--- config.mk ---
export PLATFORM = sky130hd
export DESIGN_NAME = decode_operand_stage_rv32i
export DESIGN_NICKNAME = d
export VERILOG_FILES = /design/src/rtl/decode_operand_stage_rv32i.sv
export SDC_FILE = /design/constraint.sdc
export NUM_CORES = 1
export LEC_CHECK = 0
export BUFFER_PORTS_ARGS = -buffer_cell sky130_fd_sc_hd__buf_2
export CAP_MARGIN = 25
export CORE_ASPECT_RATIO = 0.6
export CORE_MARGIN = 3
export CORE_UTILIZATION = 49
export DETAILED_ROUTE_END_ITERATION = 7
export PLACE_DENSITY = 0.81
export SLEW_MARGIN = 20
export SYNTH_ARGS = -nofsm -noshare
export SYNTH_HDL_FRONTEND = slang
export SYNTH_SLANG_ARGS = --single-unit
--- constraint.sdc ---
create_clock -name clk -period 5.2 [get_ports clk]
set_input_delay 0.78 -clock clk [delete_from_list [all_inputs] [get_ports clk]]
set_output_delay 0.78 -clock clk [all_outputs]
set_load 0.01 [all_outputs]
--- src/rtl/decode_operand_stage_rv32i.sv ---
// RV32I decode/operand-fetch stage: decodes the fetched word, resolves operands
// through the MEM/WB bypass, builds immediates and owns the ID/EX register.
module decode_operand_stage_rv32i #(
    parameter int W = 32
) (
    input  logic         clk,
    input  logic         rst,
    input  logic         if_valid,
    output logic         if_ready,
    input  logic [31:0]  if_instr,
    input  logic [W-1:0] if_pc,
    output logic [4:0]   rf_rs1,
    output logic [4:0]   rf_rs2,
    input  logic [W-1:0] rf_rd1,
    input  logic [W-1:0] rf_rd2,
    input  logic         mem_fwd_we,
    input  logic [4:0]   mem_fwd_rd,
    input  logic [W-1:0] mem_fwd_data,
    input  logic         wb_fwd_we,
    input  logic [4:0]   wb_fwd_rd,
    input  logic [W-1:0] wb_fwd_data,
    input  logic         flush,
    output logic         id_valid,
    input  logic         id_ready,
    output logic [W-1:0] id_pc,
    output logic [W-1:0] id_rs1_val,
    output logic [W-1:0] id_rs2_val,
    output logic [W-1:0] id_imm,
    output logic [4:0]   id_rd,
    output logic [6:0]   id_opcode,
    output logic [2:0]   id_funct3,
    output logic         id_funct7b5,
    output logic         id_we,
    output logic         id_is_load,
    output logic         id_illegal
);

    localparam logic [6:0] OP_LUI    = 7'b0110111;
    localparam logic [6:0] OP_AUIPC  = 7'b0010111;
    localparam logic [6:0] OP_JAL    = 7'b1101111;
    localparam logic [6:0] OP_JALR   = 7'b1100111;
    localparam logic [6:0] OP_BRANCH = 7'b1100011;
    localparam logic [6:0] OP_LOAD   = 7'b0000011;
    localparam logic [6:0] OP_STORE  = 7'b0100011;
    localparam logic [6:0] OP_IMM    = 7'b0010011;
    localparam logic [6:0] OP_REG    = 7'b0110011;

    // MEM beats WB because it carries the younger write to the same register.
    function automatic logic [W-1:0] resolve_operand(
        input logic [4:0]   addr,
        input logic [W-1:0] rf_data,
        input logic         mem_we,
        input logic [4:0]   mem_rd,
        input logic [W-1:0] mem_data,
        input logic         wb_we,
        input logic [4:0]   wb_rd,
        input logic [W-1:0] wb_data
    );
        logic [W-1:0] val;
        if (addr == 5'd0)
            val = '0;
        else if (mem_we && (mem_rd == addr))
            val = mem_data;
        else if (wb_we && (wb_rd == addr))
            val = wb_data;
        else
            val = rf_data;
        return val;
    endfunction

    function automatic logic [W-1:0] gen_imm(input logic [31:0] instr);
        logic [31:0] imm;
        case (instr[6:0])
            OP_JALR, OP_LOAD, OP_IMM: imm = {{20{instr[31]}}, instr[31:20]};
            OP_STORE:  imm = {{20{instr[31]}}, instr[31:25], instr[11:7]};
            OP_BRANCH: imm = {{20{instr[31]}}, instr[7], instr[30:25], instr[11:8], 1'b0};
            OP_LUI, OP_AUIPC: imm = {instr[31:12], 12'b0};
            OP_JAL:    imm = {{12{instr[31]}}, instr[19:12], instr[20], instr[30:21], 1'b0};
            default:   imm = '0;
        endcase
        return W'($signed(imm));
    endfunction

    logic [6:0] opcode;
    logic [4:0] rd;
    logic       rs1_used, rs2_used, writes_rd, legal;
    logic       advance, hazard, load_en;

    logic         id_valid_q, id_valid_d;
    logic [W-1:0] id_pc_q, id_pc_d;
    logic [W-1:0] id_rs1_val_q, id_rs1_val_d;
    logic [W-1:0] id_rs2_val_q, id_rs2_val_d;
    logic [W-1:0] id_imm_q, id_imm_d;
    logic [4:0]   id_rd_q, id_rd_d;
    logic [6:0]   id_opcode_q, id_opcode_d;
    logic [2:0]   id_funct3_q, id_funct3_d;
    logic         id_funct7b5_q, id_funct7b5_d;
    logic         id_we_q, id_we_d;
    logic         id_is_load_q, id_is_load_d;
    logic         id_illegal_q, id_illegal_d;

    assign opcode = if_instr[6:0];
    assign rd     = if_instr[11:7];
    assign rf_rs1 = if_instr[19:15];
    assign rf_rs2 = if_instr[24:20];

    always_comb begin
        rs1_used  = !(opcode inside {OP_LUI, OP_AUIPC, OP_JAL});
        rs2_used  = opcode inside {OP_REG, OP_STORE, OP_BRANCH};
        writes_rd = opcode inside {OP_REG, OP_IMM, OP_LOAD, OP_JAL, OP_JALR, OP_LUI, OP_AUIPC};
        legal     = writes_rd || (opcode inside {OP_STORE, OP_BRANCH});
    end

    // A load in ID/EX has no data yet; stall one cycle so it reaches the MEM bypass.
    assign advance = !id_valid_q || id_ready;
    assign hazard  = id_valid_q && id_is_load_q && (id_rd_q != 5'd0) &&
                     ((rs1_used && (id_rd_q == rf_rs1)) || (rs2_used && (id_rd_q == rf_rs2)));
    assign if_ready = advance && !hazard && !flush;
    assign load_en  = if_ready && if_valid;

    always_comb begin
        id_valid_d    = id_valid_q;
        id_pc_d       = id_pc_q;
        id_rs1_val_d  = id_rs1_val_q;
        id_rs2_val_d  = id_rs2_val_q;
        id_imm_d      = id_imm_q;
        id_rd_d       = id_rd_q;
        id_opcode_d   = id_opcode_q;
        id_funct3_d   = id_funct3_q;
        id_funct7b5_d = id_funct7b5_q;
        id_we_d       = id_we_q;
        id_is_load_d  = id_is_load_q;
        id_illegal_d  = id_illegal_q;

        if (flush)
            id_valid_d = 1'b0;
        else if (advance)
            id_valid_d = if_valid && !hazard;

        if (load_en) begin
            id_pc_d       = if_pc;
            id_rs1_val_d  = resolve_operand(rf_rs1, rf_rd1, mem_fwd_we, mem_fwd_rd, mem_fwd_data,
                                            wb_fwd_we, wb_fwd_rd, wb_fwd_data);
            id_rs2_val_d  = resolve_operand(rf_rs2, rf_rd2, mem_fwd_we, mem_fwd_rd, mem_fwd_data,
                                            wb_fwd_we, wb_fwd_rd, wb_fwd_data);
            id_imm_d      = gen_imm(if_instr);
            id_rd_d       = rd;
            id_opcode_d   = opcode;
            id_funct3_d   = if_instr[14:12];
            id_funct7b5_d = if_instr[30];
            id_we_d       = writes_rd && (rd != 5'd0);
            id_is_load_d  = (opcode == OP_LOAD);
            id_illegal_d  = !legal;
        end
    end

    // ID/EX pipeline register
    always_ff @(posedge clk or posedge rst) begin
        if (rst) begin
            id_valid_q    <= 1'b0;
            id_pc_q       <= '0;
            id_rs1_val_q  <= '0;
            id_rs2_val_q  <= '0;
            id_imm_q      <= '0;
            id_rd_q       <= '0;
            id_opcode_q   <= '0;
            id_funct3_q   <= '0;
            id_funct7b5_q <= 1'b0;
            id_we_q       <= 1'b0;
            id_is_load_q  <= 1'b0;
            id_illegal_q  <= 1'b0;
        end else begin
            id_valid_q    <= id_valid_d;
            id_pc_q       <= id_pc_d;
            id_rs1_val_q  <= id_rs1_val_d;
            id_rs2_val_q  <= id_rs2_val_d;
            id_imm_q      <= id_imm_d;
            id_rd_q       <= id_rd_d;
            id_opcode_q   <= id_opcode_d;
            id_funct3_q   <= id_funct3_d;
            id_funct7b5_q <= id_funct7b5_d;
            id_we_q       <= id_we_d;
            id_is_load_q  <= id_is_load_d;
            id_illegal_q  <= id_illegal_d;
        end
    end

    assign id_valid    = id_valid_q;
    assign id_pc       = id_pc_q;
    assign id_rs1_val  = id_rs1_val_q;
    assign id_rs2_val  = id_rs2_val_q;
    assign id_imm      = id_imm_q;
    assign id_rd       = id_rd_q;
    assign id_opcode   = id_opcode_q;
    assign id_funct3   = id_funct3_q;
    assign id_funct7b5 = id_funct7b5_q;
    assign id_we       = id_we_q;
    assign id_is_load  = id_is_load_q;
    assign id_illegal  = id_illegal_q;

endmodule

---- Yosys cells after proc, flatten, opt, wreduce, memory -nomap -nowiden ----
Index checks and enable logic that the tools add are counted.
Widths: inputs -> output; s select.
storage, ports and cells
  register bits after elaboration ......... 148
  input bits .............................. 209
  word-level logic and storage cells ...... 69
operators by class
  eq/ne operators ......................... 15
  multiplexer cells ....................... 9
  reduce and logical (&&, ||, !) cells .... 33
operator list
  cell                number
  $mux 32             6
  $pmux 32 s5         1
  $eq 5x5->1          6
  $eq 7x6->1 const B  3
  $eq 7x7->1 const B  3
  $eq 7x5->1 const B  2
  $logic_and 1x1->1   14
  $logic_not 5->1     2
  $reduce_bool 5->1   2
  $eq 7x2->1 const B  1
  $reduce_bool 7->1   1
  $reduce_bool 3->1   2
  $logic_not 1->1     5
  $reduce_bool 2->1   2
  $logic_or 1x1->1    3
  $reduce_or 3->1     1
  $mux 1              2
  $reduce_or 2->1     1

---- Depth between registers and ports, before layout ----
  word-level depth ........................ 10
  mapped depth ............................ 8

---- Least setup slack after synthesis ----
OpenSTA, ideal clock, no wires.
  path type ............................... input-to-output
  start point ............................. in if_instr[5]
  end point ............................... out if_ready
  data arrival time ....................... 2.032 ns
  data required time ...................... 4.420 ns
  path slack .............................. 2.388 ns
  stages .................................. 6
  cells stage by stage .................... clkbuf_1 -> nand4b_1 -> nor2_1 -> a21oi_1 -> and2_1 -> nor3_1
between the ends
  cells in the longest elaborated chain, start to end .. 9
  elaborated cells between the ends (all ways) .. 16
  classes of those cells .................. eq/ne (6); reduce/logical (10)
ends and longest elaborated chain
  item                                RTL line  source
  from (decl)                         10        input logic [31:0] if_instr,
  $eq 7x6->1 (tied with other cells)  108       rs1_used = !(opcode inside {OP_LUI, OP_AUIPC, OP_JAL});
  $reduce_bool 3->1                   108
  $logic_not 1->1                     108
  $logic_and 1x1->1                   117       ((rs1_used && (id_rd_q == rf_rs1)) || (rs2_used && (id_rd_q == rf_rs2)));
  $logic_or 1x1->1 *                  117
  $logic_and 1x1->1 *                 116       assign hazard = id_valid_q && id_is_load_q && (id_rd_q != 5'd0) &&
  $logic_not 1->1 *                   118       assign if_ready = advance && !hazard && !flush;
  $logic_and 1x1->1 * (2 in a row)    118
  to (decl)                           9         output logic if_ready,
Every way passes the cells marked *; elsewhere a longest branch is shown, timed or not.

---- Worst setup path after layout ----
  start point ............................. in if_instr[6]
  end point ............................... out if_ready
Same word-level chain as after synthesis.

==> reports/metrics.cfg <==
[worst_setup_path]
crit_type = in -> out
crit_slowest_cell = and4b_1
critPathRequiredTime_ns = 4.42
cp-end-kind = output port
cp_common_cell = buf_2
cpPeakStageDelay_ns = 0.56
arrival_ns = 2.45
critPathTopFamily = simple AND/OR/NAND/NOR gates
path_cells = buf_2 > nor2b_1 > and4b_1 > a21oi_1 > and2_1 > nor3_1 > buf_2
startpoint_type = primary input
cp_max_fo = 14
path_buf_inv = 2

[placement]
hpwl_um = 22800
placed_cells = 1331
io_buffers = 367
dp_slack_ns = 1.89
place.gp.congestion = 0.909

[power]
ir_worst_vdd_mv = 0.187
leakagePower_nw = 5.15
p_per_area_nw_per_um2 = 327

[yosys]
postSynth.asyncResetShare_pct = 100
postSynthCellCount = 806
synth_seq_cells = 148
synth-simple-area-share_pct = 12.9
synth.area.mux_share_pct = 22.7
synth_xor_area_share_pct = 2.97
synth_compound_area_share_pct = 12.8
yosysTopAreaCell = dfrtp_1
synth.area.top_cells = dfrtp_1 (42%), mux2_4 (17%), a311oi_1 (6.3%), nor3_1 (3.8%), o21ai_0 (3.7%)
synth-main-ff-cell = dfrtp_1
netlist_area_um2 = 8850
synth_most_common_cell = dfrtp_1
synth_fa_ha_area_share_pct = 0
synth_top_family_by_area = multiplexers
synth.net_count = 1015
synth_top_area_share_pct = 41.8
ys_warn_count = 0
ys_seq_area_share_pct = 41.8
avgSynthCellArea_um2 = 11.0
synth-edff-count = 0
synthDistinctLibCells = 42
synth.top_cells.by_count = dfrtp_1 (148), mux2_4 (100), clkbuf_1 (68)

[cells_and_area]
fill_cells = 1428
syn_to_final_growth_pct = 27.8
stdcell_count = 1369
regArea_um2 = 3700
final_nets = 1326
multi_input_comb_area_um2 = 4570
drive_gt1_share_pct = 48.4

[sta]
min_period_ns = 3.23
hold_ws_ns = 0.439
tightest_slew_ns = 0.748
hold_viol = 0
drv_slew = 0
fin_crit_sh_pct = 62.1
fin_setup_tns_ns = 0
fin_ws_ns = 1.97
setup_viol = 0
relSlewSlack_pct = 50.1
rsz0062_at_grt = no
fmax_mhz = 309
skew_ns = 0.0122

[clock_tree]
cts_max_path_buffers = 2
clkTransAtPathRegs_ns = 0.07
numCtsBuffers = 17
ctsHtreeMaxLevel = 4
cts-root-buf = clkbuf_16
postCtsResizedCells = 0
hold_buffers = 0
cts_setup_buffers = 0
clock_insertion_delay_worst_skew_ns = 0.42
cts_tree = done
clock_sinks = 148

[routing]
drt_iter0_drc = 800
antenna_left = 0
vias = 8344
dr.pass1.iters = 8
vias_per_cell = 6.09
wl_per_cell_um = 23.0
drt-total-wl_um = 31400
drc = 0

[die]
ios = 368
fp.dieH_um = 110
die_area_um2 = 19800
fp.coreArea_um2 = 17400
rows = 37
initial_core_util_pct = 50.9
die_width_um = 180

[worst_hold_path]
hp-class = in -> async

[global_route]
met3_usage_pct = 8.16
antenna_found_initial = 3
grt_pass1_wl_um = 46500
busiest_layer = met2
grt_use_met2_pct = 47.2
grt_pass1_vias = 8066
grt_max_degree = 70
grt_util_all_layers_pct = 30.2
grt_overflow = 0
use_met1_pct = 41.7

[flow_run]
maxCapViolations = 0

[status]
status = completed

[state kept, by name (all words and copies together) (netlist names)]
register     flops
id_imm          32
id_pc           32
id_rs1_val      32
id_rs2_val      32
id_opcode        7
id_rd            5
id_funct3        3
id_funct7b5      1
id_illegal       1
id_is_load       1
id_valid         1
id_we            1
[metrics by stage]
step / util, % / power [W] / cell area (um^2)
2_1_floorplan: - / 0.00201 / 8850
3_3_place_gp: 61.3 / 0.00240 / 10700
3_5_place_dp: 61.5 / 0.00243 / 10700
4_1_cts: 64.9 / 0.00370 / 11300
5_1_grt: 65.0 / 0.00384 / 11300
6_report: 65.0 / 0.00370 / 11300
[cells in the final DEF, fill, tap and decap left out, types with 6 or more instances in the layout]
cell type  netlist  layout
nand4b_1        33      33
nand2_1         13      13
a21oi_1         22      22
nor3_1          67      67
xnor2_1         24      24
o21ai_0         65      65
a311oi_1        64      64
mux2_4         100     100
dfrtp_1        148     148
buf_2            3     367
inv_6            0       6
mux2i_1         26      26
inv_1           28      27
nand3_1         34      34
buf_4           10      14
clkbuf_16        0      17
mux2_2          18      18
[layer usage]
metal	up-vias	share of wire (%)
li1	3632	-
met1	4099	41
met2	545	46
met3	68	10
met4	0	2.5
met5	-	0
[power breakdown]
part / switching (W) / total [W] / internal, W
registers: 0.000131 / 0.00146 / 0.00133
clock network: 0.000546 / 0.00128 / 0.000731
logic: 0.000474 / 0.000960 / 0.000486
total: 0.00115 / 0.00370 / 0.00255
[logic make-up after synthesis]
kind of cell           Yosys count
multiplexers                   148
AO/OA/AOI/OAI                  167
XOR/XNOR                        30
buffers and inverters          123
AND/OR/NAND/NOR                190
flip-flops                     148
[worst paths after layout]
check / from / to / slack (ns) / cells past startpoint
max: if_instr[6] / if_ready / 1.97 / 7
min: rst / id_illegal$_DFFE_PP0P_ / 0.44 / 2
max reg2reg: id_rd[1]$_DFFE_PP0P_ / id_pc[20]$_DFFE_PP0P_ / 2.34 / 6
min reg2reg: id_opcode[5]$_DFFE_PP0P_ / id_opcode[5]$_DFFE_PP0P_ / 0.49 / 1
max in group asynchronous: rst / id_imm[8]$_DFFE_PP0P_ / 3.75 / 3
min in group clk: id_opcode[5]$_DFFE_PP0P_ / id_opcode[5]$_DFFE_PP0P_ / 0.49 / 1
[final cells by class]
| type | instances | area share [%] |
|---|---|---|
| Antenna cell | 5 | 0.111 |
| Clock inverter | 12 | 1.27 |
| Timing Repair Buffer | 387 | 18.0 |
| Sequential cell | 148 | 32.7 |
| Clock buffer | 20 | 3.95 |
| Inverter | 28 | 0.973 |
| Tap cell | 234 | 2.59 |
| Multi-Input combinational cell | 535 | 40.4 |
Note: power is estimated with default switching activity, not from simulation.
